## src/rtl/seq_div_pkg.sv

```systemverilog
// Shared types and constants for the sequential restoring divider.
// The divide-by-zero quotient helper supports widths up to DIV_MAX_WIDTH.
// Optional feature macro: SEQ_DIV_SIGNED_EN (two's-complement division).
package seq_div_pkg;

  // Controller states; IDLE is the reset state.
  typedef enum logic [1:0] {
    IDLE = 2'd0,
    RUN  = 2'd1,
    FIX  = 2'd2,
    DONE = 2'd3
  } div_state_e;

  localparam int DIV_WIDTH_DEFAULT = 32;
  localparam int DIV_MAX_WIDTH     = 128;

  // All-ones pattern of w bits, right-aligned; used as the divide-by-zero quotient.
  function automatic logic [DIV_MAX_WIDTH-1:0] dbz_quotient(input int w);
    return {DIV_MAX_WIDTH{1'b1}} >> (DIV_MAX_WIDTH - w);
  endfunction

endpackage

```

## src/rtl/seq_restoring_div_step.sv

```systemverilog
// One shift/subtract/restore iteration of the restoring divider.
// Purely combinational; the top registers its outputs once per RUN cycle.
module restoring_div_step
  import seq_div_pkg::*;
#(
  parameter int WIDTH = DIV_WIDTH_DEFAULT
) (
  input  logic [WIDTH:0]   r_i,
  input  logic [WIDTH-1:0] q_i,
  input  logic [WIDTH-1:0] m_i,
  output logic [WIDTH:0]   r_o,
  output logic [WIDTH-1:0] q_o
);

  logic [WIDTH:0] sh_r;
  logic [WIDTH:0] diff;
  // The partial remainder is always below the divisor, so its top bit is
  // zero on entry and is dropped by the shift.
  logic           unused_r_msb;

  assign unused_r_msb = r_i[WIDTH];

  // Shift {R,Q} left, trial-subtract M, keep or restore the remainder.
  always_comb begin
    sh_r = {r_i[WIDTH-1:0], q_i[WIDTH-1]};
    diff = sh_r - {1'b0, m_i};
    r_o  = sh_r;
    q_o  = {q_i[WIDTH-2:0], 1'b0};
    if (!diff[WIDTH]) begin
      r_o    = diff;
      q_o[0] = 1'b1;
    end
  end

endmodule

```

## src/rtl/seq_restoring_div.sv

```systemverilog
// Multi-cycle restoring divider: one quotient bit per clock, start/done
// handshake. Optional signed division is compiled in with SEQ_DIV_SIGNED_EN.
// Handshake: start is sampled only in IDLE; busy is high while RUN/FIX are
// active; done is a one-cycle pulse in DONE, and quotient/remainder/
// div_by_zero are valid from that cycle and held until the next accept.
// state_dbg exposes the controller state for observation.
module seq_restoring_div
  import seq_div_pkg::*;
#(
  parameter int WIDTH = DIV_WIDTH_DEFAULT
) (
  input  logic             clk,
  input  logic             clr_n,
  input  logic             start,
  input  logic             signed_op,
  input  logic [WIDTH-1:0] dividend,
  input  logic [WIDTH-1:0] divisor,
  output logic             busy,
  output logic             done,
  output logic [WIDTH-1:0] quotient,
  output logic [WIDTH-1:0] remainder,
  output logic             div_by_zero,
  output logic [1:0]       state_dbg
);

  localparam int CW = $clog2(WIDTH);
  localparam logic [WIDTH-1:0] DBZ_QUO = WIDTH'(dbz_quotient(WIDTH));

  div_state_e       state_q, state_d;
  logic [CW-1:0]    cnt_q, cnt_d;
  logic [WIDTH:0]   r_q, r_d;
  logic [WIDTH-1:0] q_q, q_d;
  logic [WIDTH-1:0] m_q, m_d;
  logic [WIDTH-1:0] quo_q, quo_d;
  logic [WIDTH-1:0] rem_q, rem_d;
  logic             dbz_q, dbz_d;

  logic [WIDTH:0]   r_step;
  logic [WIDTH-1:0] q_step;
  logic [WIDTH-1:0] dvd_mag, dvs_mag;
  logic [WIDTH-1:0] fix_quo, fix_rem;

  restoring_div_step #(.WIDTH(WIDTH)) u_step (
    .r_i (r_q),
    .q_i (q_q),
    .m_i (m_q),
    .r_o (r_step),
    .q_o (q_step)
  );

`ifdef SEQ_DIV_SIGNED_EN
  logic dvd_neg, dvs_neg;
  logic neg_quo_q, neg_quo_d;
  logic neg_rem_q, neg_rem_d;

  // Iterate on magnitudes; remember which signs must be restored in FIX.
  assign dvd_neg = signed_op & dividend[WIDTH-1];
  assign dvs_neg = signed_op & divisor[WIDTH-1];
  assign dvd_mag = dvd_neg ? -dividend : dividend;
  assign dvs_mag = dvs_neg ? -divisor  : divisor;
  assign fix_quo = neg_quo_q ? -q_q : q_q;
  assign fix_rem = neg_rem_q ? -r_q[WIDTH-1:0] : r_q[WIDTH-1:0];
`else
  logic unused_signed_op;

  // Unsigned-only build: operands pass straight through, FIX is a pass stage.
  assign unused_signed_op = signed_op;
  assign dvd_mag = dividend;
  assign dvs_mag = divisor;
  assign fix_quo = q_q;
  assign fix_rem = r_q[WIDTH-1:0];
`endif

  // Next-state and datapath update for the IDLE/RUN/FIX/DONE controller.
  always_comb begin
    state_d = state_q;
    cnt_d   = cnt_q;
    r_d     = r_q;
    q_d     = q_q;
    m_d     = m_q;
    quo_d   = quo_q;
    rem_d   = rem_q;
    dbz_d   = dbz_q;
`ifdef SEQ_DIV_SIGNED_EN
    neg_quo_d = neg_quo_q;
    neg_rem_d = neg_rem_q;
`endif
    case (state_q)
      IDLE: begin
        if (start) begin
          if (divisor == '0) begin
            // Divide by zero skips the iteration and reports at once.
            quo_d   = DBZ_QUO;
            rem_d   = dividend;
            dbz_d   = 1'b1;
            state_d = DONE;
          end else begin
            r_d     = '0;
            q_d     = dvd_mag;
            m_d     = dvs_mag;
            cnt_d   = CW'(WIDTH - 1);
            state_d = RUN;
`ifdef SEQ_DIV_SIGNED_EN
            neg_quo_d = dvd_neg ^ dvs_neg;
            neg_rem_d = dvd_neg;
`endif
          end
        end
      end
      RUN: begin
        r_d = r_step;
        q_d = q_step;
        if (cnt_q == '0) begin
          state_d = FIX;
        end else begin
          cnt_d = cnt_q - CW'(1);
        end
      end
      FIX: begin
        // Results become visible together with the done pulse.
        quo_d   = fix_quo;
        rem_d   = fix_rem;
        dbz_d   = 1'b0;
        state_d = DONE;
      end
      DONE: begin
        state_d = IDLE;
      end
      default: begin
        state_d = IDLE;
      end
    endcase
  end

  // Handshake outputs decoded from the current state.
  always_comb begin
    busy      = (state_q == RUN) || (state_q == FIX);
    done      = (state_q == DONE);
    state_dbg = state_q;
  end

  // State and datapath registers with synchronous active-low clear.
  always_ff @(posedge clk) begin
    if (!clr_n) begin
      state_q <= IDLE;
      cnt_q   <= '0;
      r_q     <= '0;
      q_q     <= '0;
      m_q     <= '0;
      quo_q   <= '0;
      rem_q   <= '0;
      dbz_q   <= 1'b0;
`ifdef SEQ_DIV_SIGNED_EN
      neg_quo_q <= 1'b0;
      neg_rem_q <= 1'b0;
`endif
    end else begin
      state_q <= state_d;
      cnt_q   <= cnt_d;
      r_q     <= r_d;
      q_q     <= q_d;
      m_q     <= m_d;
      quo_q   <= quo_d;
      rem_q   <= rem_d;
      dbz_q   <= dbz_d;
`ifdef SEQ_DIV_SIGNED_EN
      neg_quo_q <= neg_quo_d;
      neg_rem_q <= neg_rem_d;
`endif
    end
  end

  assign quotient    = quo_q;
  assign remainder   = rem_q;
  assign div_by_zero = dbz_q;

endmodule

```

## config.mk

```make
export PLATFORM = sky130hd
export DESIGN_NAME = seq_restoring_div
export DESIGN_NICKNAME = d
export VERILOG_FILES = /design/src/rtl/seq_div_pkg.sv /design/src/rtl/seq_restoring_div_step.sv /design/src/rtl/seq_restoring_div.sv
export SDC_FILE = /design/constraint.sdc
export NUM_CORES = 1
export LEC_CHECK = 0
export ABC_AREA = 0
export BUFFER_PORTS_ARGS = -buffer_cell sky130_fd_sc_hd__clkbuf_2
export CAP_MARGIN = 15
export CORE_UTILIZATION = 50
export DETAILED_ROUTE_END_ITERATION = 6
export PLACE_DENSITY = 0.8
export SYNTH_ARGS = -nofsm -noshare
export SYNTH_HDL_FRONTEND = slang
export SYNTH_SLANG_ARGS = --single-unit
```

## constraint.sdc

```tcl
create_clock -name clk -period 3.84 [get_ports clk]
set_input_delay 0.768 -clock clk [delete_from_list [all_inputs] [get_ports clk]]
set_output_delay 0.768 -clock clk [all_outputs]
set_load 0.05 [all_outputs]
```

# Yosys cells after proc, flatten, opt, wreduce, memory -nomap -nowiden
# Cells that the tools add are included.
# totals
ff_bits	168
latchBits	0
ramBits	0
mem_bits_ro	0
input_bits	68
out_inout_bits	69
elab_cells	55
memories	0
# classes
add_sub_neg	2
multipliers	0
div_mod_pow	0
n_lt_le_gt_ge	0
n_eq_ne	8
n_shift	0
n_mux	25
bitwise_logic	1
reduce_logical	11
# op_table
op	n
$mux W32	9
$pmux W32 S2	4
$sub A33 B32 Y33	1
$logic_not A32 Y1	1
$mux W5	3
$ne A2 B2 Y1 const B	5
$pmux W5 S2	1
$reduce_and A3 Y1	3
$pmux W2 S4	1
$mux W2	3
$logic_not A5 Y1	1
$sub A5 B1 Y5 const B	1
$eq A2 B2 Y1 const B	2
$reduce_and A4 Y1	1
$reduce_bool A2 Y1	2
$mux W1	3
$eq A2 B1 Y1 const B	1
$logic_not A2 Y1	1
$pmux W1 S2	1
$reduce_and A2 Y1	1
$logic_or A1 B1 Y1	1
$not A1 Y1	1

# Longest topological paths before layout
# Gate-level depths: netlist of run 1.
# logic_depth
ltp_word	4
mapped_depth	15
ltp_nobuf	14

# Hierarchy
# Synthesis of run 1 repeated with hierarchy kept, for this count alone.
# unflattened
hier_cells	1132
hier_area_um2	9960.8
# modules_own_cells
module	instances	cells_per_inst	area_per_inst_um2	seq_area_each_um2
seq_restoring_div	1	745	7267.0	3383.2
restoring_div_step	1	387	2693.8	0.0

# Worst setup path before layout of run 1
# No wires, ideal clock.
# synth_path
kind	register to register
from	register q_q[31], in the netlist fix_quo[31]
to	register r_q[27]
setup_ps	114
t_arrival_ps	2627
t_required_ps	3726
setup_slack_ps	1099
path_stages_with_launch	15
n_path_buf	0
synth_period_minus_slack_ps	2741
cell_sequence	dfxtp_1 inv_1 ha_1 inv_1 fa_1 a211oi_1 o21ai_1 nand4_1 a31o_1 o211ai_1 mux2_4 nand2_8 mux2i_1 o22ai_1 a21o_1
# synth_via
elab_chain_cells	3
# synth_rtl
item	line	source
from (decl)	seq_restoring_div.sv:32	logic [WIDTH-1:0] q_q, q_d;
from (signal assigned)	seq_restoring_div.sv:161	q_q <= q_d;
$sub A33 B32 Y33	seq_restoring_div_step.sv:26	diff = sh_r - {1'b0, m_i};
$mux W32	seq_restoring_div_step.sv:29	if (!diff[WIDTH]) begin
$pmux W32 S2	seq_restoring_div.sv:88	case (state_q)
to (signal assigned)	seq_restoring_div.sv:160	r_q <= r_d;
to (decl)	seq_restoring_div.sv:31	logic [WIDTH:0] r_q, r_d;
# Every way passes these cells.
# A chain may end at the register's enable or synchronous reset.

# Final worst setup path of run 1
# layout_path
from	register m_q[0]
to	register r_q[27]
# layout_via
elab_chain_cells	3
# layout_rtl
item	line	source
from (decl)	seq_restoring_div.sv:33	logic [WIDTH-1:0] m_q, m_d;
from (signal assigned)	seq_restoring_div.sv:162	m_q <= m_d;
$sub A33 B32 Y33	seq_restoring_div_step.sv:26	
$mux W32	seq_restoring_div_step.sv:29	
$pmux W32 S2	seq_restoring_div.sv:88	
# Every way passes these cells.

==> results of run 1 <==
-- critical path, stage by stage, from the launching register on --
cell and delay, ns:
dfxtp_1 0.39, ha_1 0.21, inv_1 0.06, fa_1 0.44
a211oi_1 0.36, o21ai_1 0.16, nand4_1 0.15, a31o_1 0.22
o211ai_1 0.20, mux2_4 0.39, nand2_8 0.26, mux2i_1 0.22
o22ai_1 0.10, a21o_1 0.16
-- sequential cells by signal, indices dropped and copies added, names as in the netlist --
name         cells
r_q             32
quotient        32
fix_quo         32
cnt_q            5
m_q             32
div_by_zero      1
remainder       32
state_dbg        2
-- Yosys cell counts, types with 2 or more instances --
master    number  area (sq um)
o22ai_1        2          12.5
xor2_1        14           123
a22oi_1        9          67.6
or3_1          2          12.5
o21ai_0       28           140
a211oi_1      67           503
nand2_1      120           450
a311oi_1      35           307
o31a_1         2          17.5
buf_4          2          15.0
nor2b_1        8          50.1
a31o_2         3          26.3
clkbuf_1      55           206
and3_1         3          18.8
nor2_1       122           458
nand2b_1       3          18.8
o21ai_1       36           180
buf_2          6          30.0
nor3_1         5          25.0
ha_1          38           475
xnor2_1       10          87.6
inv_1         75           282
a21o_1        15           113
o211ai_1       4          30.0
o21a_1         6          45.0
nand3_1        6          30.0
nor4_1        10          62.6
a21oi_1       72           360
nand4_1        5          31.3
a31oi_1        4          25.0
buf_1          4          15.0
mux2i_1       80           801
buf_12         2          40.0
dfxtp_1      168          3360
-- cell families (layout without fill, tap and decap cells) --
kind of cell / Yosys count / count (layout) / synth area share (%)
AO/OA/AOI/OAI: 296 / 296 / 22.4
multiplexers: 81 / 81 / 9.41
adder cells (fa/ha/maj): 39 / 39 / 5.72
AND/OR/NAND/NOR: 293 / 293 / 14.4
XOR/XNOR: 24 / 24 / 2.42
buffers and inverters: 145 / 254 / 6.83
flip-flops: 168 / 168 / 38.8
-- area by class of cell --
cell class                 instances  area, sq um  area share, %
clock buffer                      20          467           4.64
inverter                          76          288           2.86
tap                              220          275           2.73
multi-input combinational        733         4750           47.2
clock inverter                    12          141           1.40
sequential                       168         3360           33.4
timing repair buffer             146          783           7.78
-- per-stage QoR --
| step | hold WS, ns | utilization, % | std cells |
|---|---|---|---|
| after global routing | 0.470 | 60.1 | 1375 |
| after detailed placement | 0.449 | 56.4 | 1343 |
| after CTS | 0.458 | 60.1 | 1375 |
| after global placement | 0.443 | 56.4 | 1343 |
| after floorplan | 0.436 | - | 1046 |
| final | 0.455 | 60.1 | 1375 |
-- worst paths after layout --
check | from | endpoint | slack (ns) | depth (start not counted)
worst max register to register | m_q[0] | r_q[27] | 0.43 | 13
worst min-delay path | m_q[14] | m_q[14] | 0.45 | 2
worst max-delay path | m_q[0] | r_q[27] | 0.43 | 13
worst min register to register | m_q[14] | m_q[14] | 0.45 | 2
-- power breakdown --
part           internal (uW)  switching, uW
sequential              2220            367
clock                   1020            732
combinational           1950           3320
total                   5180           4420
-- metal layers --
layer  track usage (%)  wire length [um]  vias to the layer above  part of all wire [%]
met3              4.26              1300                       45                   6.1
met2              36.5              9060                      241                    43
met4              9.53               537                        0                   2.5
li1                  -                 -                     3910                     -
met1              33.9             10200                     3474                    48
met5                 0                 0                        -                     0
==> results.md, run 1 <==
* Fin. max-slew vios at 0
* VDD IR max at about 0.00054 V
* Synth warn at 0
* Syn avg cell area at ~8.3 sq um
* Post-synth top flop: dfxtp_1
* Most common cell after layout, fill and taps aside: dfxtp_1
* Design area at 10100 sq um
* Post-Syn Area at just under 9000 sq um
* Mapped Nets at around 1200
* Kind of end point of the critical path: register
* Initial drt markers at 670
* Largest net degree at the start of global routing at 70
* DRC at 0
* Number of gates resized after cts at 0
* Final Setup Violations at 0
* CTS Root Cell: clkbuf_16
* Die height at between 100 and 150 um
* Core area at roughly 17000 sq um
* F_max at between 200 and 300 MHz
* Post-DR vias/cell at 5.58
* Routed Antenna Nets at 0
* CP max FO at 34
* Worst hold path type: reg -> reg
* Post-Synthesis Cells at 1046
* Unrepaired setup endpoints after global routing: no
* Number of max-cap violations at 0
* Sum Neg Setup Slack at 0 ns
* Startpoint Class: register
* Post-synth EDFFs at 0
* Post-DP HPWL at between 15000 and 20000 um
* Placed Instance Area at roughly 9500 sq um
* WP data required at ~4.2 ns
* Fillers at 1523
* # nets final at around 1200
* Post-synthesis async set-or-reset flop share at 0%
* Avg WL per Cell at 15.4 um
* Final Cycle Share at roughly nine tenths
* CTS tree: built
* I/O Buffers at 135
* Number of global-route vias before repair at between 6000 and 7000
* Hold Buf Count CTS at 0
* GRT Total Usage at 24.1%
* Clk Latency, worst-skew pair at roughly 0.43 ns
* CTS Buffer Depth at 2
* Slew @ Worst Pin at approximately 0.91 ns
* Worst EP arrival at approximately 3.7 ns
* CTS Buf Count at 17
* Initial antenna violation count at 0
* 1st-pass router iterations at 5
* Final worst setup slack at 0.426 ns
* FP Rows at between 40 and 50
* Die W at between 100 and 150 um
* Postcts setup bufs at 0
* P_leak at roughly 0.004 uW
* Library cells used by synthesis at 59
* Most frequent cells in the layout: dfxtp_1 (168), clkbuf_2 (135), nor2_1 (121)
* Place WS at around 0.55 ns
* Remaining Overflow, GRT at 0
* Die ar. at 17900 sq um
* First-pass GRT wire length at 34700 um
* Share of cells above drive strength 1 at about 17%
* Vias at 7670
* Final Hold Vio Count at 0
* Critical path type: reg -> reg
* Final Skew at around 0.0063 ns
* Seq cells post-synth at approximately 170
* Pwr Total at 9600 uW
* Rel. slew slack at between 30% and 40%
* Antenna diodes at 0
* Outcome: finished clean
* Detailed Route WL at roughly 21000 um
* Power per Cell Area at between 900 and 1000 nW/um^2
* CTS sink cnt at approximately 170
* Layout overhead on the synthesized area at 16.1%
* Reg clk slew, reported paths at 0.06 ns
* # IOs at between 100 and 150
* Tmin final at between 3 and 4 ns
* RD Place Congestion at 0.959
* Starting Density at 51.7%
* Proportion of synthesized chip area in sequential cells at around two fifths
* H-tree Lvls at 4
Power figures use the tool's default switching activity.
==> run 2: changes to the inputs <==
==> constraint.sdc (replaced) <==
create_clock -name clk -period 3.78 [get_ports clk]
set_input_delay 0.756 -clock clk [delete_from_list [all_inputs] [get_ports clk]]
set_output_delay 0.756 -clock clk [all_outputs]
set_load 0.05 [all_outputs]
==> run 2 against run 1 <==
Flip-flop and latch count unchanged. Global-route usage decreased by 0.12 points. Clock skew increased by 0.0018 ns. Non-clock buffer count unchanged. Clock-buffer cell count decreased by 2. Combinational power increased by 2%. Die area unchanged. First-iteration DRC count decreased by 26%. Sequential share of layout area increased by 0.10 points. Largest power group unchanged. Highest routed layer unchanged.
==> results.md, run 2 (synthesis gave the netlist of run 1 again) <==
* Tmin final at around 3.3 ns
* Layout overhead on the synthesized area at 15.8%
* Antenna diodes at 0
* Critical path type: reg -> reg
* H-tree Lvls at 4
* Reg clk slew, reported paths at approximately 0.060 ns
* Pwr Total at between 9000 and 10000 uW
* F_max at just over 300 MHz
* Clock share of power at between 10% and 20%
* Hold Buf Count CTS at 0
* CTS Buf Count at 17
* Sw frac at roughly 46%
* CTS tree: built
* Worst EP arrival at ~3.6 ns
* Most common cell after layout, fill and taps aside: dfxtp_1
* Die W at between 100 and 150 um
* Startpoint Class: register
* FP Rows at between 40 and 50
* Starting Density at 51.7%
* Critical-path cell list: ha_1, inv_1, fa_1, a211oi_1, o21ai_1, nand4_1, a31o_1, o211ai_1, mux2_4, nand2_8, mux2i_1, o22ai_1, a21o_1
* Seq. cell area at 3360 sq um
* P_leak at approximately 0.004 uW
* Outcome: finished clean
* Power per Cell Area at between 900 and 1000 nW/um^2
* Sum Neg Setup Slack at 0 ns
* Fin. max-slew vios at 0
* Number of global-route vias before repair at 6947
* WP data required at 4.11 ns
* Avg WL per Cell at between 15 and 20 um
* Final Hold Vio Count at 0
* CTS sink cnt at between 150 and 200
* Rel. slew slack at 40.2%
* Most frequent cells in the layout: dfxtp_1 (168), clkbuf_2 (135), nor2_1 (121)
* Die ar. at about 18000 sq um
* Inst Count DP at approximately 1300
* Slowest-stage cell, CP: fa_1
* I/O Buffers at between 100 and 150
* Postcts setup bufs at 0
* Post-DP HPWL at between 15000 and 20000 um
* # IOs at around 140
* Detailed Route WL at between 20000 and 25000 um
* Largest net degree at the start of global routing at 67
* Switch Pwr at around 4500 uW
* RD Place Congestion at 0.970
* Layout Cells excl Fill at 1375
* GRT Total Usage at between 20 and 25%
* Remaining Overflow, GRT at 0
* Initial drt markers at between 400 and 500
* VDD IR max at approximately 0.00054 V
* Clk Latency, worst-skew pair at roughly 0.43 ns
* DRC at 0
* Core area at between 15000 and 20000 sq um
* Die height at between 100 and 150 um
* Kind of end point of the critical path: register
* # nets final at roughly 1200
* CTS Root Cell: clkbuf_16
* Routed Antenna Nets at 0
* Final Setup Violations at 0
* Vias at 7675
* Flop pwr share at between 20% and 30%
* Number of gates resized after cts at 0
* Max stage delay on crit path at about 0.42 ns
* 1st-pass router iterations at 5
* R2r setup slk at approximately 0.48 ns
* Final Cycle Share at 87.4%
* First-pass GRT wire length at 34300 um
* Slew @ Worst Pin at ~0.90 ns
* CP max FO at 34
* Fillers at ~1500
* Unrepaired setup endpoints after global routing: no
* Worst hold path type: reg -> reg
* Share of cells above drive strength 1 at 16.8%
* Final Skew at roughly 0.0081 ns
* Post-DR vias/cell at roughly 5.6
* CTS Buffer Depth at 2
* Area of the multi-input gates at 4750 sq um
* Number of max-cap violations at 0
* Comb power frac at between 50 and 60%
* Int Pwr at 5210 uW
* Initial antenna violation count at 0
## run 2: area by class of cell
type	instances	share of cell area, %
Clock buffer	18	4.28
Clock inverter	14	1.48
Inverter	76	2.87
Multi-Input combinational cell	733	47.3
Sequential cell	168	33.5
Tap cell	220	2.74
Timing Repair Buffer	146	7.80
## run 2: power by group through the flow
stage | Clock, uW | Combinational [uW] | Sequential, uW
after floorplan | 0 | 3910 | 3140
after global placement | 0 | 5170 | 2640
after detailed placement | 0 | 5270 | 2660
after CTS | 1730 | 5320 | 2620
after global routing | 1810 | 5870 | 2690
final | 1720 | 5350 | 2630
## run 2: worst max-delay path: cells and delay by family, from the launching register on
family | cells | cell delay (ns)
compound gates | 6 | 1.13
fa+ha+maj | 2 | 0.62
buf+inv | 1 | 0.06
flops | 1 | 0.39
mux | 2 | 0.61
simple gates | 2 | 0.39
## run 2: path summary, 6_finish.rpt
kind,start,endpoint,depth (start not counted)
worst min register to register,m_q[24],m_q[24],2
worst max-delay path,m_q[0],r_q[27],13
worst max register to register,m_q[0],r_q[27],13
worst min-delay path,m_q[24],m_q[24],2
## run 2: through the flow
step | instance area (sq um) | setup WS (ns) | utilization, % | hold slack (ns)
final | 10000 | 0.476 | 59.9 | 0.453
after global placement | 9460 | 0.556 | 56.4 | 0.444
after detailed placement | 9460 | 0.554 | 56.4 | 0.448
after global routing | 10000 | 0.307 | 59.9 | 0.471
after floorplan | 8670 | 1.04 | - | 0.436
after CTS | 10000 | 0.528 | 59.9 | 0.457
## run 2: routing by layer
metal  track usage (%)  part of all wire, %  wire length, um  up-vias
li1                  -                    -                -     3908
met1              33.3                   48            10200     3474
met3              3.92                  5.4             1140       40
met2              36.7                   44             9210      253
met5                 0                    0                0        -
met4              10.2                  2.7              569        0
==> run 3: changes to the inputs <==
--- a/config.mk
+++ b/config.mk
@@ -8,8 +8,11 @@
 export ABC_AREA = 0
 export BUFFER_PORTS_ARGS = -buffer_cell sky130_fd_sc_hd__clkbuf_2
 export CAP_MARGIN = 15
+export CORE_ASPECT_RATIO = 0.75
 export CORE_UTILIZATION = 50
+export CTS_BUF_LIST = sky130_fd_sc_hd__clkbuf_8
 export DETAILED_ROUTE_END_ITERATION = 6
+export GPL_ROUTABILITY_DRIVEN = 0
 export PLACE_DENSITY = 0.8
 export SYNTH_ARGS = -nofsm -noshare
 export SYNTH_HDL_FRONTEND = slang
==> run 3 against run 2 <==
Flip-flop and latch count is the same. Clock-buffer cell count is the same. Maximum frequency is essentially flat. Cell count shrank 0.22%. Hold slack gained 0.0050 ns. Register-to-register slack is essentially flat. Sequential share of layout area grew 0.63 points. Final area shrank 1.8%. Wire length grew 1.7%. Die area is essentially flat. First-iteration DRC count grew 31%. Worst setup slack lost 0.00076 ns.
==> results.md, run 3 (synthesis gave the netlist of run 1 again) <==
* Final core utilization at about three fifths
* Number of gates resized after cts at 0
* Die W at 154 um
* # nets final at around 1300
* Kind of end point of the critical path: register
* Design area at 9850 sq um
* Routed Antenna Nets at 0
* R2r setup slk at about 0.47 ns
* Critical R2R Capture: r_q[27]
* Slew @ Worst Pin at ~0.86 ns
* Postcts setup bufs at 0
* Antenna diodes at 0
* Placed Instance Area at around 9500 sq um
* Share of cells above drive strength 1 at between 10% and 20%
* Critical path type: reg -> reg
* R2r worst-path depth at 14
* Final Skew at 0.0143 ns
* CTS Root Cell: clkbuf_8
* Worst EP arrival at 3.69 ns
* # IOs at between 100 and 150
* DRC at 0
* Unrepaired setup endpoints after global routing: no
* 1st-pass router iterations at 5
* Power per Cell Area at 941 nW/um^2
* Post-DR vias/cell at between 5 and 6
* Clk Latency, worst-skew pair at 0.48 ns
* GRT Total Usage at 24.4%
* Starting Density at roughly half
* Number of global-route vias before repair at roughly 6600
* CP startpoint: fix_quo[31]
* Initial drt markers at between 600 and 700
* Die ar. at ~18000 sq um
* VDD IR max at 0.000531 V
* Startpoint Class: register
* CTS sink cnt at 168
* First-pass GRT wire length at ~34000 um
* Core area at 16900 sq um
* Outcome: finished clean
* Hold Buf Count CTS at 0
* Rel. slew slack at a little over two fifths
* CTS tree: built
* Most common cell after layout, fill and taps aside: dfxtp_1
* CTS Buf Count at 17
* Reg clk slew, reported paths at about 0.10 ns
* CTS Buffer Depth at 2
* Fin. max-slew vios at 0
* Largest net degree at the start of global routing at just over 70
* Tmin final at around 3.3 ns
* Layout overhead on the synthesized area at 13.6%
* Initial antenna violation count at 0
* FP Rows at around 40
* I/O Buffers at 135
* Post-DP HPWL at about 16000 um
* WP data required at 4.17 ns
* Fillers at 1498
* Number of max-cap violations at 0
* Crit path capture: r_q[27]
* H-tree Lvls at 4
* Pwr Total at ~9300 uW
* Vias at 7659
* Avg WL per Cell at between 15 and 20 um
* Remaining Overflow, GRT at 0
* Worst hold path type: reg -> reg
* Most frequent cells in the layout: dfxtp_1 (168), clkbuf_2 (135), nor2_1 (121)
* CP max FO at 34
* F_max at between 300 and 400 MHz
* Final Hold Vio Count at 0
* Detailed Route WL at around 21000 um
* Final Cycle Share at 87.4%
* R2R Path Start: fix_quo[31]
* Sum Neg Setup Slack at 0 ns
* Final Setup Violations at 0
* Die height at about 120 um
* P_leak at just under 0.004 uW
[run 3: worst max-delay path, cell delays in order, from the launching register on]
cell and delay (ns):
dfxtp_1 0.34, inv_1 0.08, ha_1 0.17, inv_1 0.05, fa_1 0.42, a211oi_1 0.33
o21ai_1 0.15, nand4_1 0.10, a31o_1 0.21, o211ai_1 0.20, mux2_4 0.38, nand2_8 0.26
mux2i_1 0.23, o22ai_1 0.10, a21o_1 0.16
[run 3: cell type report]
cell class	count	area, sq um	share of cell area, %
Inverter	76	287	2.91
Clock inverter	14	138	1.40
Clock buffer	18	248	2.51
Multi-Input combinational cell	733	4750	48.2
Timing Repair Buffer	148	798	8.10
Sequential cell	168	3360	34.1
Tap cell	215	269	2.73
[run 3: per-stage QoR]
stage	setup WS (ns)	std cells	hold slack, ns
4_1_cts	0.510	1372	0.461
5_1_grt	0.273	1372	0.481
2_1_floorplan	1.04	1046	0.436
3_3_place_gp	0.569	1340	0.443
3_5_place_dp	0.537	1340	0.448
6_report	0.475	1372	0.458
[run 3: power by group]
part | leakage [uW] | internal [uW] | switching, uW
clock network | 0.000201 | 555 | 722
logic | 0.00236 | 1980 | 3370
registers | 0.00137 | 2250 | 389
[run 3: how the worst min path moves through the flow]
| stage | startpoint | endpoint | cells past startpoint | slack (ns) |
|---|---|---|---|---|
| after floorplan | m_q[10] | m_q[10] | 2 | 0.44 |
| after detailed placement | m_q[17] | m_q[17] | 2 | 0.45 |
| after global placement | m_q[24] | m_q[24] | 2 | 0.44 |
| final | m_q[15] | m_q[15] | 2 | 0.46 |
| after global routing | m_q[8] | m_q[8] | 2 | 0.48 |
| after CTS | m_q[17] | m_q[17] | 2 | 0.46 |
[run 3: routing by layer]
metal	vias up	GRT usage [%]	wire (um)
li1	3895	-	-
met1	3503	37.3	11200
met2	238	34.6	8570
met3	23	4.30	1380
met4	0	7.33	292
met5	-	0	0
